<file path="config.mk">
export PLATFORM = sky130hd
export DESIGN_NAME = acc_c_rr_scheduler
export DESIGN_NICKNAME = d
export VERILOG_FILES = /design/src/rtl/acc_c_rr_scheduler.sv
export SDC_FILE = /design/constraint.sdc
export NUM_CORES = 1
export LEC_CHECK = 0
export ABC_AREA = 1
export BUFFER_PORTS_ARGS = -buffer_cell sky130_fd_sc_hd__buf_2
export CORE_AREA = 5 5 162 164
export CTS_CLUSTER_SIZE = 28
export DETAILED_ROUTE_END_ITERATION = 6
export DIE_AREA = 0 0 167 169
export PLACE_DENSITY = 0.5
export SKIP_LAST_GASP = 1
export SLEW_MARGIN = 15
export SYNTH_ARGS = -nofsm -noshare
export SYNTH_HDL_FRONTEND = slang
export SYNTH_SLANG_ARGS = --single-unit
</file>
<file path="constraint.sdc">
create_clock -name clk_i -period 3.15 [get_ports clk_i]
set_clock_uncertainty 0.15 [all_clocks]
set_input_delay 0.4725 -clock clk_i [delete_from_list [all_inputs] [get_ports clk_i]]
set_output_delay 0.4725 -clock clk_i [all_outputs]
set_load 0.02 [all_outputs]
</file>
<file path="src/rtl/acc_c_rr_scheduler.sv">
// acc_c_rr_scheduler
//   Shares one accelerator C-channel responder between NumReq requesters.
//   Request path: round-robin arbiter with grant locking while the responder
//   stalls. Every request that expects a response pushes the issuing
//   requester ID into an in-order FIFO. Each response is routed back to the
//   ID at the FIFO head.
// Ports
//   clk_i, rst_ni                     clock, async active-low reset
//   slv_req_valid_i/ready_o/data_i    per-requester request channel
//   slv_req_norsp_i                   request produces no response
//   mst_req_valid_o/ready_i/data_o    shared request channel to responder
//   mst_rsp_valid_i/ready_o/data_i    shared response channel from responder
//   slv_rsp_valid_o/ready_i/data_o    per-requester response channel
//   outst_cnt_o                       tracked requests awaiting response
module acc_c_rr_scheduler #(
  parameter int NumReq   = 4,
  parameter int ReqWidth = 64,
  parameter int RspWidth = 40,
  parameter int MaxOutst = 4
) (
  input  logic                             clk_i,
  input  logic                             rst_ni,
  input  logic [NumReq-1:0]                slv_req_valid_i,
  output logic [NumReq-1:0]                slv_req_ready_o,
  input  logic [NumReq*ReqWidth-1:0]       slv_req_data_i,
  input  logic [NumReq-1:0]                slv_req_norsp_i,
  output logic                             mst_req_valid_o,
  input  logic                             mst_req_ready_i,
  output logic [ReqWidth-1:0]              mst_req_data_o,
  input  logic                             mst_rsp_valid_i,
  output logic                             mst_rsp_ready_o,
  input  logic [RspWidth-1:0]              mst_rsp_data_i,
  output logic [NumReq-1:0]                slv_rsp_valid_o,
  input  logic [NumReq-1:0]                slv_rsp_ready_i,
  output logic [RspWidth-1:0]              slv_rsp_data_o,
  output logic [$clog2(MaxOutst+1)-1:0]    outst_cnt_o
);

  localparam int IdW  = (NumReq > 1) ? $clog2(NumReq) : 1;
  localparam int PtrW = (MaxOutst > 1) ? $clog2(MaxOutst) : 1;
  localparam int CntW = $clog2(MaxOutst + 1);

  typedef enum logic {UNLOCKED = 1'b0, LOCKED = 1'b1} lock_state_e;

  lock_state_e          lock_q, lock_d;
  logic [IdW-1:0]       lock_idx_q, lock_idx_d;
  logic [IdW-1:0]       rr_ptr_q, rr_ptr_d;
  logic [PtrW-1:0]      wr_ptr_q, wr_ptr_d;
  logic [PtrW-1:0]      rd_ptr_q, rd_ptr_d;
  logic [CntW-1:0]      cnt_q, cnt_d;
  logic [IdW-1:0]       fifo_q [MaxOutst];
  logic [IdW-1:0]       fifo_d [MaxOutst];

  logic [IdW-1:0]       rr_pick;
  logic [IdW-1:0]       scan_idx;
  logic                 found;
  logic [IdW-1:0]       grant;
  logic                 can_issue;
  logic                 req_hs;
  logic                 push;
  logic                 pop;
  logic                 fifo_empty;
  logic [IdW-1:0]       head;

  function automatic logic [PtrW-1:0] ptr_inc(input logic [PtrW-1:0] p);
    if (p == PtrW'(MaxOutst - 1)) return '0;
    return p + 1'b1;
  endfunction

  // Request arbitration: first valid requester at or after the rr pointer.
  always_comb begin
    rr_pick  = rr_ptr_q;
    scan_idx = rr_ptr_q;
    found    = 1'b0;
    for (int k = 0; k < NumReq; k++) begin
      scan_idx = IdW'((int'(rr_ptr_q) + k) % NumReq);
      if (!found && slv_req_valid_i[scan_idx]) begin
        found   = 1'b1;
        rr_pick = scan_idx;
      end
    end
  end

  always_comb begin
    grant = (lock_q == LOCKED) ? lock_idx_q : rr_pick;
    // A full tracker blocks issue even if a pop happens this cycle; the
    // rst_ni term keeps every handshake output low while reset is held.
    can_issue       = rst_ni && (cnt_q < CntW'(MaxOutst));
    mst_req_valid_o = can_issue & slv_req_valid_i[grant];
    mst_req_data_o  = slv_req_data_i[int'(grant)*ReqWidth +: ReqWidth];
    slv_req_ready_o        = '0;
    slv_req_ready_o[grant] = can_issue & mst_req_ready_i;
    req_hs = mst_req_valid_o & mst_req_ready_i;
    push   = req_hs & ~slv_req_norsp_i[grant];
  end

  // Response routing from the FIFO head.
  always_comb begin
    fifo_empty      = (cnt_q == '0);
    head            = fifo_q[rd_ptr_q];
    slv_rsp_valid_o = '0;
    mst_rsp_ready_o = 1'b0;
    if (!fifo_empty) begin
      slv_rsp_valid_o[head] = mst_rsp_valid_i;
      mst_rsp_ready_o       = slv_rsp_ready_i[head];
    end
    slv_rsp_data_o = mst_rsp_data_i;
    pop            = mst_rsp_valid_i & mst_rsp_ready_o;
  end

  // Next state: lock FSM, rr pointer, ID FIFO and counter.
  always_comb begin
    lock_d     = lock_q;
    lock_idx_d = lock_idx_q;
    rr_ptr_d   = rr_ptr_q;
    wr_ptr_d   = wr_ptr_q;
    rd_ptr_d   = rd_ptr_q;
    cnt_d      = cnt_q;
    fifo_d     = fifo_q;
    case (lock_q)
      UNLOCKED: begin
        if (mst_req_valid_o && !mst_req_ready_i) begin
          lock_d     = LOCKED;
          lock_idx_d = grant;
        end
      end
      LOCKED: begin
        if (req_hs) lock_d = UNLOCKED;
      end
      default: lock_d = UNLOCKED;
    endcase
    if (req_hs) begin
      rr_ptr_d = (grant == IdW'(NumReq - 1)) ? '0 : grant + 1'b1;
    end
    if (push) begin
      fifo_d[wr_ptr_q] = grant;
      wr_ptr_d         = ptr_inc(wr_ptr_q);
    end
    if (pop) rd_ptr_d = ptr_inc(rd_ptr_q);
    case ({push, pop})
      2'b10:   cnt_d = cnt_q + 1'b1;
      2'b01:   cnt_d = cnt_q - 1'b1;
      default: cnt_d = cnt_q;
    endcase
  end

  always_ff @(posedge clk_i or negedge rst_ni) begin
    if (!rst_ni) begin
      lock_q     <= UNLOCKED;
      lock_idx_q <= '0;
      rr_ptr_q   <= '0;
      wr_ptr_q   <= '0;
      rd_ptr_q   <= '0;
      cnt_q      <= '0;
    end else begin
      lock_q     <= lock_d;
      lock_idx_q <= lock_idx_d;
      rr_ptr_q   <= rr_ptr_d;
      wr_ptr_q   <= wr_ptr_d;
      rd_ptr_q   <= rd_ptr_d;
      cnt_q      <= cnt_d;
    end
  end

  // ID storage needs no reset: entries are only read once counted valid.
  always_ff @(posedge clk_i) begin
    fifo_q <= fifo_d;
  end

  assign outst_cnt_o = cnt_q;

`ifndef SYNTHESIS
  a_no_rsp_when_empty: assert property (@(posedge clk_i) disable iff (!rst_ni)
    fifo_empty |-> !mst_rsp_valid_i);
  a_req_stable: assert property (@(posedge clk_i) disable iff (!rst_ni)
    (mst_req_valid_o && !mst_req_ready_i) |=>
      (mst_req_valid_o && $stable(mst_req_data_o)));
  a_cnt_bound: assert property (@(posedge clk_i) disable iff (!rst_ni)
    cnt_q <= CntW'(MaxOutst));
`endif

endmodule
</file>
# After elaboration in Yosys (flattened, before gate mapping)
# Index checks and enable logic that the tools add are counted.
# W data, S select, Z words.
# totals
inputBits	312
romBits	0
register_bits	20
mem_count	0
mem_bits_rw	0
latch_bits	0
wordCells	108
# classes
n_div	0
n_mux	46
multipliers	0
order_cmp	12
eq_ne	5
bitwise	11
add_sub_neg	8
reduce_logical	15
shifts	1
# op_table
operator	n
$shiftx A256 B9 Y64	1
$mux W2	12
$mux W1	19
$lt A2 B3 Y1 const B	6
$bmux W1 S2	7
$add A2 B1 Y2 const B	4
$and A4 B4 Y4	2
$bwmux W8	1
$eq A2 B2 Y1 const B	4
$logic_and A1 B1 Y1	8
$ge A3 B3 Y1 const B	2
$not A2 Y3	2
$pmux W3 S2	1
$and A1 B1 Y1	5
$add A2 B2 Y2 const B	2
$bmux W2 S2	1
$demux W1 S2	2
$demux W2 S2	1
$ge A2 B1 Y1 const B	2
$logic_not A1 Y1	4
$mux W4	1
$add A3 B1 Y3 const B	1
$logic_not A3 Y1	1
$lt A3 B1 Y1 const B	1
7 further kinds	8

# Depth between registers and ports, before layout
# logic_depth
depth_word	20
depth_mapped	23
mapped_depth_nobuf	22

# Worst setup path before layout
# OpenSTA, ideal clock, no wires.
# synth_timing
path_type	reg-to-reg
start	reg rr_ptr_q[1]
end	reg cnt_q[2] (netlist: outst_cnt_o[2])
n_path_buf	1
stages_incl_launch_ff	23
arrival_time_ns	2.594
period_less_slack_ns	2.875
t_required_ns	2.869
slack_ns	0.275
setup_time_ns	0.131
cell_sequence	dfrtp_1 > buf_2 > inv_4 > nand2_1 > nand2_1 > nand2_1 > nand2_1 > nand2_2 > nor2_2 > nand2_1 > nand2_2 > nand2_4 > nand2_8 > nand2_1 > nand3_1 > nand2_4 > nand3_2 > ha_1 > inv_1 > fa_1 > a21oi_1 > o21ai_0 > xor2_1
# synth_via
elab_chain_len	20
word_cells_on_any_way	36
cone_classes	3 x add/sub; 2 x eq/ne; 20 x mux; 4 x bitwise; 7 x reduce/logical
# synth_rtl
element	line	text
from (decl)	47	logic [IdW-1:0] rr_ptr_q, rr_ptr_d;
from (signal assigned)	158	rr_ptr_q <= rr_ptr_d;
branches (longest 11 deep; another with $add A2 B1 Y2)	--	
$mux W2 *	77	if (!found && slv_req_valid_i[scan_idx]) begin
$mux W2 *	85	grant = (lock_q == LOCKED) ? lock_idx_q : rr_pick;
$bmux W1 S2	89	mst_req_valid_o = can_issue & slv_req_valid_i[grant];
$mux W1 (implied by the code)	89	
$and A1 B1 Y1	89	
$and A1 B1 Y1	93	req_hs = mst_req_valid_o & mst_req_ready_i;
$and A1 B1 Y1 *	94	push = req_hs & ~slv_req_norsp_i[grant];
$eq A2 B1 Y1 / $eq A2 B2 Y1 (equally long branches)	140	case ({push, pop})
$pmux W3 S2 / $reduce_bool A2 Y1 (equally long branches)	--	
to (signal assigned)	161	cnt_q <= cnt_d;
to (decl)	50	logic [CntW-1:0] cnt_q, cnt_d;
# Mark *: on every way between the ends. The select of a mux whose other input is x is not followed.
# A chain may end at the register's enable or synchronous reset.

# Worst setup path in the final report
# layout_timing
start	reg rr_ptr_q[0]
end	out mst_req_data_o[9]
# layout_via
elab_chain_len	14
word_cells_on_any_way	25
cone_classes	3 x add/sub; 1 x shift; 15 x mux; 6 x reduce/logical
# layout_rtl
element	line	text
branches (longest 11 deep; another with $add A2 B1 Y2)	--	
$mux W2 *	77	
$mux W2 *	85	
$shiftx A256 B9 Y64 *	90	mst_req_data_o = slv_req_data_i[int'(grant)*ReqWidth +: ReqWidth];
to (decl)	29	output logic [ReqWidth-1:0] mst_req_data_o,
# Marks and branches as above.

==> out/summary.txt <==
status - finished with violations
failing checks - setup timing
Setup violations, final - 24
# IOs - 429
Slowest-stage cell, CP - dfrtp_2
DRC errors left - 0
pin count of the biggest net entering global routing - 34
nets@finish - 1279
initial antenna violation count - 1
Hold Path Class - reg2reg
# H-tree levels - 1
grt total ovfl - 0
Setup TNS - -0.399 ns
WP data arrival - 2.58 ns
synth-to-layout area growth - 82.4%
Sink Count - 20
Mapped Cells - 624
most frequent cell on the critical path - nand2_2
maximum buffer depth of the clock tree - 2
Hold Crit Start - lock_idx_q[1]
CTS tree - done
drt wl/cell - 17.7 µm
fmax - 312 MHz
DRT iter0 DRCs - 260
clk_lat worst skew - 0.25 ns
beginning of the critical path - rr_ptr_q[0]
I/O Buffers - 348
met3 GRT Util - 3.22%
reg2reg end - outst_cnt_o[2]
R2R Path Start - rr_ptr_q[0]
Internal Pwr Total - 4.24 mW
Slew headroom - 72.4%
met2 Usage GRT - 25.1%
max-slew violation count - 0
DP Area - 0.00564 mm²
Final Hold Violating Endpoints - 0
clock transition at the registers of the reported paths - 0.06 ns
GRT Max-Usage Layer - met2
Syn Nets - 947
share of layout cells above drive strength 1 - 51.3%
Die ar. - 0.0282 mm²
crit path cell chain - buf_6 -> nand2_2 -> nand2_4 -> nand2_2 -> nand2_2 -> nand2_2 -> nor2_2 -> nand2_1 -> nand2_1 -> inv_2 -> a21oi_4 -> buf_12 -> clkbuf_16 -> o21ai_0 -> o22ai_1 -> buf_2
Setup CP Type - reg2out
grt met1 use - 17.7%
synthesized flop and latch total - 20
Distinct cells, synth - 32
Hold WS - 0.328 ns
DP Cell Count - 1254
gp weighted congestion - 0.909
worst reg2reg setup slack - 0.04 ns
synthesized area - 0.00369 mm²
Leakage Power - 3.38 nW
vias in the first global route - 5544
Combinational Power Share - 92.1%
initial core utilization - 14.9%
Die X - 167 µm
worst-margin pin slew - 0.414 ns
WP data required - 2.53 ns
# rows - 58
DR vias - 5593
clock period minus worst slack - 3.20 ns
Final WS setup - -0.0532 ns
TritonCTS buffer count - 3
register area share after synthesis - 14.6%
leading cell type in the layout, fill and taps excluded - buf_2
post-route cell area - 0.00673 mm²
RSZ-0062 raised after global routing - true
Power Density - 1360 mW/mm²
Clk network pwr share - 2.9%
Max VDD drop - 570 µV
Reg power frac - 5.0%
gr usage total - 14.1%
critical path fanouts, max - 6
Psw - 4.90 mW
clock root cell - clkbuf_16
first-pass GRT wire length - 32000 µm
post-synthesis mux area share - 0%
Filler Cell Count - 2773
Synth Area in Adders - 3.93%
most frequent cells in the layout - buf_2 (285), nor2_1 (136), buf_4 (76)
CP peak stage delay - 0.47 ns
die height - 169 µm
Pre-Repair DR Iteration Count - 5
yosys warns - 0
synthesized area per cell - 5.91 µm²
Synth Area in XOR/XNOR - 0.475%
simple-gate portion of the synthesized area - 30.7%
Critical Path Sink Type - output port
Finished Layout Cells - 1287
via-per-instance ratio - 4.35
Synth Area in Compound Gates - 30.0%
dpl hpwl - 16700 µm
WHS Path Cells - 2
ANT nets after route - 0
hold path endpoint - lock_idx_q[1]
core area - 0.0247 mm²
Sw Share - 53.6%
FF-to-FF path depth - 22
Tcrit/Tclk final - 102%
Worst Setup Start Kind - flip-flop
number of max-cap violations - 0
Overall Power - 9.14 mW
wirelength, routed - 22800 µm
largest family of logic cells by synthesized area - simple AND/OR/NAND/NOR gates
## power by group through the flow
stage,Combinational (mW),Clock (mW),Sequential (mW)
after floorplan,4.13,0,0.448
after global placement,6.30,0,0.445
after detailed placement,6.27,0,0.448
after CTS,7.32,0.266,0.453
after global routing,9.07,0.274,0.476
final,8.42,0.261,0.460
## worst max-delay path, delay by kind of cell (launching register included)
kind,cells,cell delay (ns)
AOI/OAI and AO/OA,3,0.47
buffers and inverters,5,0.76
DFF,1,0.47
and+or+nand+nor,8,0.62
## metal layers
| metal | wire (µm) | up-vias |
|---|---|---|
| li1 | - | 2753 |
| met1 | 9250 | 2516 |
| met2 | 11400 | 297 |
| met3 | 1710 | 27 |
| met4 | 396 | 0 |
| met5 | 0 | - |
## worst max path at each step
stage                          to  slack (ns)  cells past startpoint
2_1_floorplan      outst_cnt_o[2]        0.27                     22
3_3_place_gp   mst_req_data_o[38]        0.07                     19
3_5_place_dp   mst_req_data_o[37]         0.1                     19
4_1_cts        mst_req_data_o[63]       -0.05                     16
5_1_grt        mst_req_data_o[10]       -0.18                     16
6_report        mst_req_data_o[9]       -0.05                     16
## logic make-up after synthesis
logic type | Yosys count
buffers and inverters | 120
adder cells (fa/ha/maj) | 11
AND/OR/NAND/NOR | 269
XOR/XNOR | 2
flip-flops | 20
AO/OA/AOI/OAI | 202
## cells in the mapped netlist
cell | count | area share [%]
a21oi_4 | 1 | 0.44
inv_1 | 29 | 3.0
nand4_1 | 5 | 0.85
nand2_4 | 2 | 0.61
nand2_8 | 1 | 0.54
o21ai_0 | 90 | 12
nand2_1 | 79 | 8.0
inv_4 | 2 | 0.34
o21ai_1 | 43 | 5.8
a32oi_1 | 1 | 0.24
nor2_2 | 1 | 0.17
buf_6 | 14 | 4.3
a21oi_1 | 2 | 0.27
buf_4 | 42 | 8.5
nand2_2 | 10 | 1.7
a21boi_1 | 1 | 0.20
clkbuf_1 | 8 | 0.81
xnor2_1 | 1 | 0.24
nor2_1 | 139 | 14
dfrtp_1 | 12 | 8.1
ha_1 | 10 | 3.4
nand3_1 | 23 | 3.1
nand3_2 | 2 | 0.54
xor2_1 | 1 | 0.24
or2_2 | 1 | 0.17
buf_2 | 21 | 2.8
fa_1 | 1 | 0.54
and2_1 | 1 | 0.17
o22ai_1 | 64 | 11
edfxtp_1 | 8 | 6.5
inv_2 | 4 | 0.41
nor3_1 | 5 | 0.68
## sequential cells by signal (all words and copies together) (netlist names), named ones only
name and flops:
fifo_q 8, outst_cnt_o 3, lock_idx_q 2, rd_ptr_q 2, rr_ptr_q 2, wr_ptr_q 2
## area by class of cell
cell class | instances | area (µm²) | area share [%]
antenna | 2 | 5.00 | 0.0743
clock buffer | 3 | 75.1 | 1.12
clock inverter | 1 | 3.75 | 0.0558
inverter | 35 | 155 | 2.30
multi-input combinational | 484 | 2630 | 39.0
sequential | 20 | 542 | 8.05
tap | 330 | 413 | 6.13
timing repair buffer | 411 | 2910 | 43.2
timing repair inverter | 1 | 6.26 | 0.0929
## metrics by stage
step | util (%) | setup WS, ns
6_report | 27.2 | -0.0532
5_1_grt | 27.2 | -0.177
4_1_cts | 24.9 | -0.0481
3_5_place_dp | 22.8 | 0.0953
3_3_place_gp | 22.8 | 0.0738
2_1_floorplan | - | 0.275
## repair_timing
| action | CTS | global route |
|---|---|---|
| cloned | 8 | 6 |
| hold buffers | 1 | 0 |
| setup buffers | 4 | 9 |
| pin swaps | 7 | 38 |
| endpoints found under the hold margin | 12 | 0 |
| setup endpoints to repair | 58 | 71 |
| gates resized for setup | 54 | 139 |
No activity file was read; power rests on OpenSTA's default activity.
